$ cat src/rtl/layer3_dense_if.sv
// Bus bundle for layer3_dense: activation handshake in, results out, and the
// weight-ROM read port. The DUT takes the slave side, the upstream/host the master side.
interface layer3_dense_if #(
  parameter int N_IN   = 32,
  parameter int N_OUT  = 16,
  parameter int DATA_W = 16,
  parameter int COEF_W = 16,
  parameter int AW     = $clog2(N_OUT * (N_IN + 1))
);
  logic                     valid_in;
  logic signed [DATA_W-1:0] input_data  [0:N_IN-1];
  logic                     ready_out;
  logic        [AW-1:0]     w_addr;
  logic signed [COEF_W-1:0] w_data;
  logic signed [DATA_W-1:0] output_data [0:N_OUT-1];
  logic                     valid_out;

  modport master (
    output valid_in,
    output input_data,
    output w_data,
    input  ready_out,
    input  w_addr,
    input  output_data,
    input  valid_out
  );

  modport slave (
    input  valid_in,
    input  input_data,
    input  w_data,
    output ready_out,
    output w_addr,
    output output_data,
    output valid_out
  );
endinterface

$ cat src/rtl/layer3_dense.sv
// Fully-connected layer with one shared MAC: N_OUT rows of N_IN weights plus a
// bias are streamed from a synchronous ROM and accumulated, then saturated/ReLU'd.
module layer3_dense #(
  parameter int N_IN      = 32,
  parameter int N_OUT     = 16,
  parameter int FRAC_BITS = 8,
  parameter int RELU      = 1,
  parameter int ACC_W     = 40,
  parameter int DATA_W    = 16,
  parameter int COEF_W    = 16
) (
  input  logic         clk,
  input  logic         reset,
  layer3_dense_if.slave bus
);

  localparam int AW = $clog2(N_OUT * (N_IN + 1));
  localparam int KW = $clog2(N_IN + 1);
  localparam int OW = $clog2(N_OUT + 1);
  localparam int PW = DATA_W + COEF_W;

  localparam logic signed [DATA_W-1:0] ONE_Q  = DATA_W'(1 << FRAC_BITS);
  localparam logic signed [ACC_W-1:0]  SAT_HI = ACC_W'((1 << (DATA_W - 1)) - 1);
  localparam logic signed [ACC_W-1:0]  SAT_LO = ~SAT_HI;

  typedef enum logic [2:0] {
    S_IDLE,
    S_RUN,
    S_DRAIN,
    S_STORE,
    S_DONE
  } state_t;

  state_t r_state;
  state_t w_state_nxt;

  logic                     w_accept;
  logic                     w_ready;
  logic                     w_vout;

  logic signed [DATA_W-1:0] r_x   [0:N_IN-1];
  logic signed [DATA_W-1:0] r_res [0:N_OUT-1];
  logic signed [DATA_W-1:0] r_out [0:N_OUT-1];

  logic        [KW-1:0]     r_k;
  logic        [OW-1:0]     r_o;
  logic        [AW-1:0]     r_addr;

  logic                     r_vld_p1;
  logic        [KW-1:0]     r_idx_p1;
  logic signed [ACC_W-1:0]  r_acc;

  logic signed [DATA_W-1:0] w_x_sel;
  logic signed [PW-1:0]     w_prod;
  logic signed [ACC_W-1:0]  w_shift;
  logic signed [DATA_W-1:0] w_res;
  logic                     w_last_row;

  function automatic logic signed [DATA_W-1:0] sat_q(input logic signed [ACC_W-1:0] v);
    if (v > SAT_HI) begin
      sat_q = SAT_HI[DATA_W-1:0];
    end else if (v < SAT_LO) begin
      sat_q = SAT_LO[DATA_W-1:0];
    end else begin
      sat_q = v[DATA_W-1:0];
    end
  endfunction

  function automatic logic signed [DATA_W-1:0] relu_q(input logic signed [DATA_W-1:0] v);
    if ((RELU != 0) && v[DATA_W-1]) begin
      relu_q = '0;
    end else begin
      relu_q = v;
    end
  endfunction

  // Control: state register
  always_ff @(posedge clk or negedge reset) begin
    if (!reset) begin
      r_state <= S_IDLE;
    end else begin
      r_state <= w_state_nxt;
    end
  end

  assign w_last_row = (r_o == OW'(N_OUT - 1));

  always_comb begin
    w_state_nxt = r_state;
    w_accept    = 1'b0;
    w_ready     = 1'b0;
    w_vout      = 1'b0;
    case (r_state)
      S_IDLE: begin
        w_ready = 1'b1;
        if (bus.valid_in) begin
          w_accept    = 1'b1;
          w_state_nxt = S_RUN;
        end
      end
      S_RUN: begin
        if (r_k == KW'(N_IN)) begin
          w_state_nxt = S_DRAIN;
        end
      end
      S_DRAIN: begin
        w_state_nxt = S_STORE;
      end
      S_STORE: begin
        w_state_nxt = w_last_row ? S_DONE : S_RUN;
      end
      S_DONE: begin
        w_vout      = 1'b1;
        w_state_nxt = S_IDLE;
      end
      default: begin
        w_state_nxt = S_IDLE;
      end
    endcase
  end

  // Stage p1: the ROM word for index r_idx_p1 is on w_data; the bias slot uses 1.0
  always_comb begin
    w_x_sel = ONE_Q;
    for (int j = 0; j < N_IN; j++) begin
      if (r_idx_p1 == KW'(j)) begin
        w_x_sel = r_x[j];
      end
    end
  end

  assign w_prod  = PW'(w_x_sel) * PW'(bus.w_data);
  assign w_shift = r_acc >>> FRAC_BITS;
  assign w_res   = relu_q(sat_q(w_shift));

  // Stage p0 (address issue / counters) and p1 (accumulate / store)
  always_ff @(posedge clk or negedge reset) begin
    if (!reset) begin
      for (int j = 0; j < N_IN; j++) begin
        r_x[j] <= '0;
      end
      for (int j = 0; j < N_OUT; j++) begin
        r_res[j] <= '0;
        r_out[j] <= '0;
      end
      r_k      <= '0;
      r_o      <= '0;
      r_addr   <= '0;
      r_vld_p1 <= 1'b0;
      r_idx_p1 <= '0;
      r_acc    <= '0;
    end else begin
      r_vld_p1 <= 1'b0;

      if (w_accept) begin
        for (int j = 0; j < N_IN; j++) begin
          r_x[j] <= bus.input_data[j];
        end
        r_k    <= '0;
        r_o    <= '0;
        r_addr <= '0;
        r_acc  <= '0;
      end

      // The address counter runs across row boundaries, so it lands on the next row base
      if (r_state == S_RUN) begin
        r_vld_p1 <= 1'b1;
        r_idx_p1 <= r_k;
        r_addr   <= r_addr + AW'(1);
        r_k      <= (r_k == KW'(N_IN)) ? '0 : r_k + KW'(1);
      end

      if (r_state == S_STORE) begin
        r_acc <= '0;
        for (int j = 0; j < N_OUT; j++) begin
          if (r_o == OW'(j)) begin
            r_res[j] <= w_res;
          end
        end
        if (w_last_row) begin
          r_o <= '0;
          for (int j = 0; j < N_OUT; j++) begin
            r_out[j] <= (j == N_OUT - 1) ? w_res : r_res[j];
          end
        end else begin
          r_o <= r_o + OW'(1);
        end
      end else if (r_vld_p1) begin
        r_acc <= r_acc + ACC_W'(w_prod);
      end

      if (r_state == S_DONE) begin
        r_addr <= '0;
      end
    end
  end

  assign bus.ready_out = w_ready;
  assign bus.valid_out = w_vout;
  assign bus.w_addr    = r_addr;

  for (genvar g = 0; g < N_OUT; g++) begin : g_out
    assign bus.output_data[g] = r_out[g];
  end

endmodule
$ cat src/flat_wrapper.sv
// flat-port wrapper written by rule: the top's interface ports become plain ports
module layer3_dense_flat 
#(
  parameter int N_IN      = 32,
  parameter int N_OUT     = 16,
  parameter int FRAC_BITS = 8,
  parameter int RELU      = 1,
  parameter int ACC_W     = 40,
  parameter int DATA_W    = 16,
  parameter int COEF_W    = 16
)
  (clk, reset, bus_valid_in, bus_input_data, bus_w_data, bus_ready_out, bus_w_addr, bus_output_data, bus_valid_out);
  layer3_dense_if #(.N_IN(N_IN), .N_OUT(N_OUT), .DATA_W(DATA_W), .COEF_W(COEF_W)) bus_i ();
  input  logic clk;
  input  logic reset;
  input wire logic [$bits(bus_i.valid_in)-1:0] bus_valid_in;
  input wire logic [$bits(bus_i.input_data)-1:0] bus_input_data;
  input wire logic [$bits(bus_i.w_data)-1:0] bus_w_data;
  output wire logic [$bits(bus_i.ready_out)-1:0] bus_ready_out;
  output wire logic [$bits(bus_i.w_addr)-1:0] bus_w_addr;
  output wire logic [$bits(bus_i.output_data)-1:0] bus_output_data;
  output wire logic [$bits(bus_i.valid_out)-1:0] bus_valid_out;
  assign bus_i.valid_in = bus_valid_in;
  assign bus_i.input_data = {>>{bus_input_data}};
  assign bus_i.w_data = bus_w_data;
  assign bus_ready_out = bus_i.ready_out;
  assign bus_w_addr = bus_i.w_addr;
  assign bus_output_data = {>>{bus_i.output_data}};
  assign bus_valid_out = bus_i.valid_out;
  layer3_dense #(.N_IN(N_IN), .N_OUT(N_OUT), .FRAC_BITS(FRAC_BITS), .RELU(RELU), .ACC_W(ACC_W), .DATA_W(DATA_W), .COEF_W(COEF_W)) u_core (.clk(clk), .reset(reset), .bus(bus_i));
endmodule
$ cat config.mk
export PLATFORM = sky130hd
export DESIGN_NAME = layer3_dense_flat
export DESIGN_NICKNAME = d
export VERILOG_FILES = /design/src/rtl/layer3_dense_if.sv /design/src/rtl/layer3_dense.sv /design/src/flat_wrapper.sv
export SDC_FILE = /design/constraint.sdc
export NUM_CORES = 2
export LEC_CHECK = 0
export ABC_AREA = 1
export CORE_ASPECT_RATIO = 1.25
export CORE_MARGIN = 8
export CORE_UTILIZATION = 50
export CTS_CLUSTER_DIAMETER = 120
export DETAILED_ROUTE_END_ITERATION = 12
export HOLD_SLACK_MARGIN = 0.1
export PLACE_DENSITY = 0.83
export SETUP_SLACK_MARGIN = 0.3
export SYNTH_ARGS = -nofsm -noshare
export SYNTH_HDL_FRONTEND = slang
export SYNTH_SLANG_ARGS = --single-unit
$ cat constraint.sdc
create_clock -name clk -period 9.36 [get_ports clk]
set_input_delay 2.34 -clock clk [delete_from_list [all_inputs] [get_ports clk]]
set_output_delay 2.34 -clock clk [all_outputs]
set_load 0.05 [all_outputs]
; Word level (Yosys, flattened, before mapping)
; Cells that the tools add are included.
[op_classes]
n_reduce_logical = 24
n_eq_ne = 53
n_mul = 1
add_sub_neg = 4
n_mux = 56
magnitude_cmp = 2
[op_table]
columns = cell, count
row1 = 16-bit 2-to-1 mux, 34
row2 = 40-bit 2-to-1 mux, 3
row3 = 6-bit by 5-bit == test with 1-bit output (second input constant), 16
row4 = 6-bit by 4-bit == test with 1-bit output (second input constant), 8
row5 = 40-bit by 32-bit adder with 40-bit output, 1
row6 = 5-bit by 4-bit == test with 1-bit output (second input constant), 8
row7 = 2-bit AND reduction, 17
row8 = 32-bit by 16-bit > comparator with 1-bit output (second input constant), 1
row9 = 32-bit by 16-bit less-than comparator with 1-bit output (second input constant), 1
row10 = 16-bit by 16-bit multiplier with 32-bit output, 1
row11 = 10-bit 2-to-1 mux, 3
row12 = 6-bit by 3-bit == test with 1-bit output (second input constant), 4
row13 = 5-bit by 3-bit == test with 1-bit output (second input constant), 4
row14 = 6-bit 2-to-1 mux, 3
row15 = 15-bit 2-to-1 mux, 1
row16 = 5-bit 2-to-1 mux, 3
row17 = 6-bit by 2-bit == test with 1-bit output (second input constant), 2
row18 = 3-bit one-hot mux with 4 select lines, 1
row19 = 10-bit by 1-bit adder with 10-bit output (second input constant), 1
row20 = 5-bit by 2-bit == test with 1-bit output (second input constant), 2
row21 = 3-bit 2-to-1 mux, 3
row22 = 6-bit by 1-bit adder with 6-bit output (second input constant), 1
row23 = 3-bit by 2-bit == test with 1-bit output (second input constant), 2
row24 = 6-bit by 1-bit == test with 1-bit output (second input constant), 1
row25 = other kinds (13), 19
[word_totals]
in_bits = 531
ff_bits = 1079
output_inout_bits = 268
wordCells = 210

; Logic depth before layout (Yosys ltp)
[logic_depth]
depth_word = 37
depth_mapped = 56
ltp_nobuf = 55

; Worst setup path after synthesis
; No wires, ideal clock.
[synth_path]
kind = in2reg
start = input port bus_w_data[1]
end = register u_core.r_acc[34]
path_slack_ns = 0.971
path_buffers = 1
cell_stages = 31
arrival_ns = 8.266
setup_ns = 0.123
required_ns = 9.237
path_cell_list = inv_1 > clkbuf_1 > nor2_1 > fa_1 > inv_1 > fa_1 > fa_1 > fa_1 > inv_1 > fa_1 > inv_1 > fa_1 > inv_1 > ha_1 > nand2_1 > nor2_1 > o21ai_0 > o211ai_1 > nand3_1 > o2111ai_1 > a21oi_1 > o21ai_0 > a21oi_1 > o21ai_0 > nand3_1 > nand2_1 > a31oi_1 > o21ai_0 > a21oi_1 > o21ai_0 > nand2_1
[synth_between]
elab_chain_len = 4
[synth_lines]
columns = element, line_no
row1 = from (decl), flat_wrapper.sv:18  ; input wire logic [$bits(bus_i.w_data)-1:0] bus_w_data;
row2 = 16-bit by 16-bit multiplier with 32-bit output, layer3_dense.sv:132  ; assign w_prod = PW'(w_x_sel) * PW'(bus.w_data);
row3 = 40-bit by 32-bit adder with 40-bit output, layer3_dense.sv:189  ; r_acc <= r_acc + ACC_W'(w_prod);
row4 = 40-bit 2-to-1 mux, layer3_dense.sv:188  ; end else if (r_vld_p1) begin
row5 = 40-bit 2-to-1 mux, layer3_dense.sv:173  ; if (r_state == S_STORE) begin
row6 = to (signal assigned), layer3_dense.sv:189
row7 = to (decl), layer3_dense.sv:51  ; logic signed [ACC_W-1:0] r_acc;
; Every way passes these cells.
; A chain may end at the register's enable or synchronous reset.

; Worst setup path after layout
[layout_path]
start = register u_core.r_idx_p1[0]
end = register u_core.r_acc[35]
[layout_between]
elab_chain_len = 37
word_cells_on_any_way = 68
classes_between = 1 x add/sub / 1 x mul / 31 x eq/ne / 34 x mux / 1 x reduce/logical
[layout_lines]
columns = element, line_no
row1 = from (decl), layer3_dense.sv:50  ; logic [KW-1:0] r_idx_p1;
row2 = from (signal assigned), layer3_dense.sv:168  ; r_idx_p1 <= r_k;
row3 = 6-bit logical NOT, layer3_dense.sv:126  ; if (r_idx_p1 == KW'(j)) begin
row4 = 16-bit 2-to-1 mux (31 in a row), layer3_dense.sv:126
row5 = 16-bit 2-to-1 mux (*), layer3_dense.sv:126
row6 = 16-bit by 16-bit multiplier with 32-bit output (*), layer3_dense.sv:132
row7 = 40-bit by 32-bit adder with 40-bit output (*), layer3_dense.sv:189
row8 = 40-bit 2-to-1 mux (*), layer3_dense.sv:188
row9 = 40-bit 2-to-1 mux (*), layer3_dense.sv:173
; Every way passes the cells marked *; elsewhere a longest branch is shown, timed or not.

==> results.ini <==
[synthesis]
yosys.area_share.simple_pct=23.6
synth_xor_area_share_pct=0.330
ys_seq_area_share_pct=47.0
yosysTopAreaCell=dfrtp_1
yosysMostFrequentCell=nand2_1
synth_cells=6648
synth_edf_count=0
synthFlopType=dfrtp_1
synth-warning-count=0
netlist_area_um2=55800
synth.ff_latch_count=1048
synth_async_sr_flop_share_pct=100
syn_avg_cell_area_um2=8.39
synth_fa_ha_area_share_pct=14.6
muxShareOfSynthArea_pct=0
yosys.area.top_type_share_pct=47.0
synthDistinctLibCells=58
synth_compound_area_share_pct=6.78
synthTopCellsByArea=dfrtp_1 (47%), nand2_1 (17%), fa_1 (12%), inv_1 (5.2%), o21ai_0 (4.4%)
synth_top_family_by_area=simple AND/OR/NAND/NOR gates
synth_commonest_cells=nand2_1 (2593), dfrtp_1 (1048), inv_1 (775)

[run]
cap_violations=0

[cts]
clock_sinks=1048
cts_root_buf=clkbuf_16
htree_num_levels=3
cts_tree=yes
clk_path_buf_depth=3
clock_latency_ns=0.72
clkTransAtPathRegs_ns=0.07
numCtsBuffers=101

[detailed_routing]
dr.pass1.iters=6
viasPerCell=5.43
drtIter0Drc=5328
drc_errors=0
wirelength_mm=201
num_vias=49200
drtAntennaViolNets=0
wl_per_cell_um=22.2

[grt]
grt_pass1_vias=50400
grt_pass1_wl_mm=302
grt_overflow_total=0
antenna_found_initial=15
grt_max_degree=194
track_usage_pct=32.1

[critical_path]
rr_startpoint=u_core.r_idx_p1[0]
start_kind=flip-flop
path_buf_inv=7
crit_family=adder cells
cp.arrival_ns=9.84
r2r.worst_path.cells=51
cp.depth=51
cpPeakStageDelay_ns=0.59
critPathSlowestCell=fa_2
cp-end-kind=flip-flop
setup.worst_path.class=flip-flop to flip-flop
r2r_slack_ns=0.15
crit_fanout=13
r2r_end=u_core.r_acc[35]
crit_required_ns=9.99
crit_top_cell=nand2_1

[cells_and_area]
seqCellArea_um2=26200
syn_to_final_growth_pct=26.9
post-route-util_pct=63.7
drive_above_1_share_pct=9.58
nets=8499
fillers=8965
multi_input_area_um2=26100

[timing]
slew_headroom_pct=16.9
hold_violations=0
rsz0062_at_grt=true
slew_viol_final=0
worst_pin_slew_ns=1.24
fmax_mhz=109
final.period_utilization_pct=98.4
setup_viol=0
clock_skew_ns=0.0305
finalCriticalPeriod_ns=9.21

[floorplan]
die_height_um=389
start_util_pct=50.2
ioPinCount=799
rows=137
die_area_um2=123000
fp.dieW_um=315
core_area_um2=111000

[place]
gp_congestion=1.00
numPortBuffers=782
hpwl_mm=153

[hold_path]
hold_depth=2
min_from=u_core.r_res[60]
hold_end=u_core.bus.output_data[60]
hp-class=flip-flop to flip-flop

[outcome]
status=finished clean

[state kept, by name, indices dropped and copies added, names as in the netlist]
register,cells
u_core.r_state,3
u_core.r_vld_p1,1
u_core.r_idx_p1,6
u_core.r_res,225
u_core.bus.output_data,240
u_core.r_x,512
u_core.r_acc,40
u_core.bus.w_addr,10
u_core.r_k,6
u_core.r_o,5
[worst max-delay path by stage]
stage / slack (ns) / from / endpoint
final: 0.15 / u_core.r_idx_p1[0] / u_core.r_acc[35]
after global routing: -0.33 / u_core.r_idx_p1[0] / u_core.r_acc[35]
after CTS: 0.30 / u_core.r_idx_p1[0] / u_core.r_acc[33]
after detailed placement: -0.06 / u_core.r_idx_p1[1] / u_core.r_acc[33]
after global placement: 0.1 / u_core.r_idx_p1[5] / u_core.r_acc[39]
after floorplan: 0.97 / bus_w_data[1] / u_core.r_acc[34]
[worst min-delay path, stage by stage (launching register included)]
cell     delay (ns)
dfrtp_1        0.34
nand2_1        0.05
nand2_1        0.05
[cells by family after synthesis]
logic type,count (synthesis)
AOI/OAI and AO/OA,722
xor gates and xnor gates,21
adders and majority gates,452
buffers and inverters,1108
DFF,1048
other,1
and+or+nand+nor,3296
[layout by cell type (no fill, tap or decap), types with 60 or more instances in the layout]
master / count
a21oi_1: 134
buf_4: 250
clkbuf_16: 103
clkdlybuf4s50_1: 781
dfrtp_1: 1046
fa_1: 313
ha_1: 111
inv_1: 760
nand2_1: 2576
nand3_1: 110
nand4_1: 92
nor2_1: 326
o21ai_0: 486
or2_2: 60
[final cells by class]
| class | count | share of cell area, % |
|---|---|---|
| Inverter | 791 | 4.23 |
| Tap cell | 1459 | 2.58 |
| Multi-Input combinational cell | 4507 | 36.8 |
| Antenna cell | 13 | 0.0459 |
| Timing Repair Buffer | 1067 | 14.5 |
| Clock inverter | 47 | 0.726 |
| Sequential cell | 1048 | 37.0 |
| Clock buffer | 140 | 4.05 |
[timing repair]
item                       4_1_cts  5_1_grt
buffers inserted                 3       38
gates resized for setup         31      165
hold buffers                     0        0
setup endpoints to repair        9       21
cloned                           0        1
pin swaps                        5      124
[stage by stage]
stage | area, um2 | TNS, ns | setup slack [ns] | hold slack (ns) | cells
6_report | 70800 | 0 | 0.152 | 0.469 | 9072
5_1_grt | 70800 | -1.17 | -0.325 | 0.491 | 9069
4_1_cts | 69800 | 0 | 0.296 | 0.474 | 9020
3_5_place_dp | 66300 | -0.214 | -0.0574 | 0.458 | 8830
3_3_place_gp | 66300 | 0 | 0.0982 | 0.454 | 8830
2_1_floorplan | 55800 | 0 | 0.971 | 0.441 | 6663
[routing by layer]
metal  up-vias  GRT usage (%)  part of all wire (%)  routed length (um)
met5         -              0                 0.013                  26
met4         4           19.0                   6.9               13900
met3       545           6.44                   8.8               17800
met2      2541           51.6                    47               93700
met1     24100           40.2                    38               75700
li1      22000              -                     -                   -
Power is left out: the tool's default activity adds up to more than one toggle a clock period on the data nets, which glitch-free logic cannot reach.
